--- src/rtl/writeback_regfile.sv ---
// writeback_regfile: WB-stage write-back mux, 2R1W register file with write-first bypass,
// and a running count of committed register writes.
module writeback_regfile #(
  parameter int DATA_W   = 32,
  parameter int NUM_REGS = 32
) (
  input  logic              Clk,
  input  logic              Rst,
  input  logic              regWrite_in,
  input  logic              NoWrite_in,
  input  logic              MemRead_in,
  input  logic              stall_in,
  input  logic [4:0]        writeReg_in,
  input  logic [DATA_W-1:0] dataMem_in,
  input  logic [DATA_W-1:0] ALUoutput_in,
  input  logic [4:0]        readReg1_in,
  input  logic [4:0]        readReg2_in,
  output logic [DATA_W-1:0] readData1_out,
  output logic [DATA_W-1:0] readData2_out,
  output logic [DATA_W-1:0] writeData_out,
  output logic              writeEn_out,
  output logic [31:0]       commitCount_out
);
  logic [DATA_W-1:0] regs_q [NUM_REGS];
  logic [31:0]       commit_q, commit_d;
  logic [DATA_W-1:0] wdata;
  logic              we;
  always_comb begin
    we       = regWrite_in & ~NoWrite_in & ~stall_in & (writeReg_in != 5'd0) & ~Rst;
    wdata    = we ? (MemRead_in ? dataMem_in : ALUoutput_in) : (MemRead_in ? dataMem_in : ALUoutput_in);
    commit_d = commit_q + 32'(we);
  end
  // Same-cycle bypass makes the ID read see the value being written back (write-first).
  always_comb begin
    readData1_out = (we && readReg1_in == writeReg_in) ? wdata :
                    (readReg1_in == 5'd0 || 32'(readReg1_in) >= NUM_REGS) ? '0 : regs_q[readReg1_in];
    readData2_out = (we && readReg2_in == writeReg_in) ? wdata :
                    (readReg2_in == 5'd0 || 32'(readReg2_in) >= NUM_REGS) ? '0 : regs_q[readReg2_in];
  end
  always_ff @(posedge Clk) begin
    if (Rst) begin
      for (int i = 0; i < NUM_REGS; i++) regs_q[i] <= '0;
      commit_q <= '0;
    end else begin
      if (we && 32'(writeReg_in) < NUM_REGS) regs_q[writeReg_in] <= wdata;
      commit_q <= commit_d;
    end
  end
  assign writeData_out   = wdata;
  assign writeEn_out     = we;
  assign commitCount_out = commit_q;
endmodule

--- config.mk ---
export PLATFORM = sky130hd
export DESIGN_NAME = writeback_regfile
export DESIGN_NICKNAME = d
export VERILOG_FILES = /design/src/rtl/writeback_regfile.sv
export SDC_FILE = /design/constraint.sdc
export NUM_CORES = 2
export LEC_CHECK = 0
export ABC_AREA = 1
export CAP_MARGIN = 0
export CORE_UTILIZATION = 40
export CTS_CLUSTER_DIAMETER = 40
export DETAILED_ROUTE_END_ITERATION = 8
export DONT_BUFFER_PORTS = 1
export PLACE_DENSITY = 0.55
export SLEW_MARGIN = 20
export SYNTH_ARGS = -nofsm -noshare
export SYNTH_HDL_FRONTEND = slang
export SYNTH_SLANG_ARGS = --single-unit
--- constraint.sdc ---
create_clock -name Clk -period 4.72 [get_ports Clk]
set_input_delay 0.472 -clock Clk [delete_from_list [all_inputs] [get_ports Clk]]
set_output_delay 0.472 -clock Clk [all_outputs]
set_load 0.05 [all_outputs]
After elaboration in Yosys (flattened, before gate mapping)
Memories as Yosys holds them, arrays and structs flattened. Cells that the tools add are included.

Register bits: 32. Bits in writable memories: 1024. Bits of input ports: 85. Word-level logic and storage cells: 31. Memories kept: 1.

Add/sub/neg operators: 1. Equality and inequality tests: 2. Mux-type cells: 13. Bitwise gates (word level): 7. Reduce and logical (&&, ||, !) cells: 6.

Memories: regs_q (depth 32, bits a word 32, rd ports 2, clocked after memory_dff 0, write ports 32, line 24) `logic [DATA_W-1:0] regs_q [NUM_REGS];`.

Operators by type and width (count): $mux 32 (6); $add 32x1->32 (1); $reduce_or 32->1 (1); $eq 5x5->1 (2); $logic_not 5->1 (2); $mux 1 (6); $mux 5 (1); $reduce_bool 5->1 (1); $and 1x1->1 (4); $not 1->1 (3); $logic_and 1x1->1 (2).

Longest topological paths before layout
Depth after elaboration: 10. Gate-level depth with buffers: 15. Gate-level depth less buffers: 15.

Least setup slack after synthesis
OpenSTA, ideal clock, no wires.

Kind: input to register. Start point: in Rst. End point: mem regs_q[8][0], enable pin. Library setup time: 0.389 ns. Arrival: 2.434 ns. Path slack: 1.896 ns. Stages on the path: 9. Buffers on the path: 2. Cells stage by stage: buf_2 -> nor3_4 -> nand2_4 -> inv_2 -> nand2_1 -> inv_2 -> nand2_2 -> buf_4 -> nand2_1.

RTL lines: start: declaration (line 8) `input logic Rst,`; end: declaration (line 24).

Final worst setup path
Start point: in readReg2_in[0]. End point: out readData2_out[4].

Word-level cells in the longest chain between the ends: 3. Elaborated cells on any way between the ends: 6. Those cells by class: 1 x eq/ne; 2 x mux; 2 x reduce/logical; 1 x memory.

RTL lines: start: declaration (line 17) `input logic [4:0] readReg2_in,`; $mem_v2 32x32, or another cell as far along; $mux 32 or $logic_and 1x1->1 (tied branches) (line 38, 37); $mux 32 (*) (line 37) `readData2_out = (we && readReg2_in == writeReg_in) ? wdata :`; end: declaration (line 19) `output logic [DATA_W-1:0] readData2_out,`.

Every way passes the cells marked *; elsewhere a longest branch is shown, timed or not.

==> results.yml <==
grt:
  top_usage_layer: "met2"
  grt_util_all_layers_pct: 31.53
  antenna_found_initial: 3
  grt_use_met3_pct: 7.521
  overflow: 0
  first_global_vias: 49410
  grt_max_degree: 766
  grt_pass1_wl_um: 339100
  grtUsageMet2_pct: 47.79
  use_met1_pct: 41.03
sta:
  final-hold-violation-count: 0
  finalSetupTns_ns: -29.05
  hold_slack_ns: 0.04779
  skew_ns: 0.006037
  finalCriticalPeriod_ns: 5.767
  rsz0062_at_grt: "false"
  fin_crit_sh_pct: 122.2
  drv_slew: 411
  tightest_slew_ns: 2.809
  max_slew_margin_pct: -87.27
  max_freq_mhz: 173.4
  final.setup.worst_slack_ns: -1.047
  finalSetupViolCount: 32
floorplan:
  io_pins: 214
  dieArea_mm2: 0.1483
  start_util_pct: 40.33
  core_mm2: 0.1456
  die_w_um: 385.1
  rows: 140
  die_h_um: 385.1
drt:
  drt-initial-drc-count: 7317
  num_vias: 53500
  viasPerCell: 5.865
  wire_per_inst_um: 26.25
  ant_nets: 0
  firstDrtPassIters: 6
  wirelength_um: 239500
  drc: 0
setup_path:
  r2r-end: "commitCount_out[21]"
  crit_start: "readReg2_in[0]"
  crit_path_end_kind: "primary output"
  endpoint: "readData2_out[4]"
  reg2reg_from: "commitCount_out[0]"
  required_ns: 4.25
  rrSetupSlack_ns: 2.31
  cp-start-kind: "input pin"
  cp.arrival_ns: 5.30
  ff2ff_path_depth: 9
  path_class: "input pin to primary output"
  cp_max_fo: 764
synthesis:
  syn_area_per_cell_um2: 8.010
  async_flop_share_pct: 0
  synth_common_cells: "2,086 x nand2_1, 1,291 x nor2_1, 1,024 x edfxtp_1"
  syn_inst: 7328
  post-synth-top-area-fraction_pct: 52.38
  synth_cell_types: 36
  synth_seq_area_share_pct: 53.48
  ys_ff_latch: 1056
  yosysMostFrequentCell: "nand2_1"
  synth_area_leader_cell: "edfxtp_1"
  synth.area.top_cells: "edfxtp_1 52%, nand2_1 13%, nor2_1 8.3%"
  synth_edf_count: 1024
  synthFlopType: "edfxtp_1"
  syn_area_mm2: 0.05870
  yosys_warnings: 0
placed_design:
  place_area_mm2: 0.06006
  place_congestion: 0.8909
  io_buffers: 0
  dp.final_hpwl_um: 129200
clocking:
  path_clk_slew_ns: 0.05
  post_cts_buffers: 0
  cts_tree: "yes"
  clockBufferDepth: 3
  cts_root_buf: "clkbuf_16"
  h-tree-depth: 4
  cts_inserted_buffers: 173
  cts.sinks: 1056
  worstSkewPairLatency_ns: 0.80
run_status:
  failed_checks: "max-slew violations, negative setup slack"
  outcome: "finished with violations"
final_layout:
  syn_to_final_growth_pct: 12.87
  fin_area_mm2: 0.06625
  final_util_pct: 45.52
  drive_gt1_share_pct: 7.801
  fin_nets: 7140
pwr:
  total_power_mw: 27.37
  power_density_mw_per_mm2: 413.1
  p_leak_nw: 26.49
  ir_drop_mv: 0.2711
run:
  maxCapViolations: 0
min_path:
  min_path_type: "input pin to register"
## sequential cells by signal (all words and copies together), names as in the netlist
name	count
regs_q	1024
commitCount_out	32
## where the power goes
group	switching, mW	total [mW]	internal [mW]
Combinational	2.36	3.06	0.707
Clock	4.94	13.3	8.38
Sequential	0.224	11.0	10.8
Total	7.52	27.4	19.8
## placed cells by master, fill, tap and decap left out, drive strengths merged, types with 7 or more instances in the layout
master | netlist | routed
nand3 | 745 | 745
dfxtp | 32 | 32
clkbuf | 258 | 195
nand2 | 2095 | 2095
xnor2 | 8 | 8
o211ai | 274 | 274
bufinv | 0 | 28
o21ai | 277 | 277
clkinv | 1 | 71
conb | 1 | 32
edfxtp | 1024 | 1024
inv | 390 | 407
a21oi | 497 | 497
buf | 372 | 147
nor2 | 1296 | 1296
nor3 | 27 | 27
nand4 | 7 | 7
clkinvlp | 0 | 17
## worst max-delay path, cell delays in order
cell and delay (ns):
inv_8 1.73, buf_4 0.40, nand2_1 0.07, nand3_1 0.07, nand2_1 0.06, nor2_1 0.11
nand2_1 0.07, nand3_1 0.09, nand3_1 0.25, nand2_1 0.55
## worst min path at each step
stage | to | cells after the start | start | slack, ns
2_1_floorplan | commitCount_out[31] | 2 | commitCount_out[31] | 0.69
3_3_place_gp | commitCount_out[31] | 1 | Rst | 0.55
3_5_place_dp | commitCount_out[23] | 1 | Rst | 0.55
4_1_cts | regs_q[7][30] | 3 | Rst | 0.002
5_1_grt | regs_q[7][30] | 3 | Rst | 0.03
6_report | commitCount_out[12] | 2 | Rst | 0.05
## logic make-up (layout without fill, tap and decap cells)
logic type	after synthesis	in the layout	share of synthesized area [%]
adders and majority gates	2	2	0.04262
other	1	33	0.006388
buffers and inverters	1021	866	7.386
DFF	1056	1056	53.48
AOI/OAI and AO/OA	1051	1051	10.15
xor gates and xnor gates	13	13	0.1940
and+or+nand+nor	4184	4184	28.74
## per-layer routing
| metal | share of wire (%) | vias to the layer above | routed length, um |
|---|---|---|---|
| li1 | - | 23830 | - |
| met1 | 38 | 25590 | 91680 |
| met2 | 44 | 3381 | 105200 |
| met3 | 12 | 690 | 27900 |
| met4 | 6.1 | 4 | 14600 |
| met5 | 0.031 | - | 75 |
## stage by stage
| stage | cells | worst slack (ns) |
|---|---|---|
| 6_report | 9122 | -1.047 |
| 5_1_grt | 9121 | 0.2548 |
| 4_1_cts | 9117 | 0.9748 |
| 3_5_place_dp | 8789 | 1.252 |
| 3_3_place_gp | 8789 | 1.252 |
| 2_1_floorplan | 7359 | 1.896 |
## layout make-up
type | count | area [um^2]
clock inverters | 132 | 1593
diodes | 1 | 2.502
multi-input cells | 5282 | 23490
clock buffers | 194 | 4451
inverters | 391 | 1485
well taps | 1917 | 2399
flip-flops and latches | 1056 | 31390
repair buffers | 149 | 1444
fillers | 13940 | 79310
## what timing repair did
action,CTS,global route
resized for setup,0,0
endpoints found under the setup margin,0,11
hold endpoints to repair,56,0
hold buffers,2,0
Note: power is estimated with default switching activity, not from simulation.
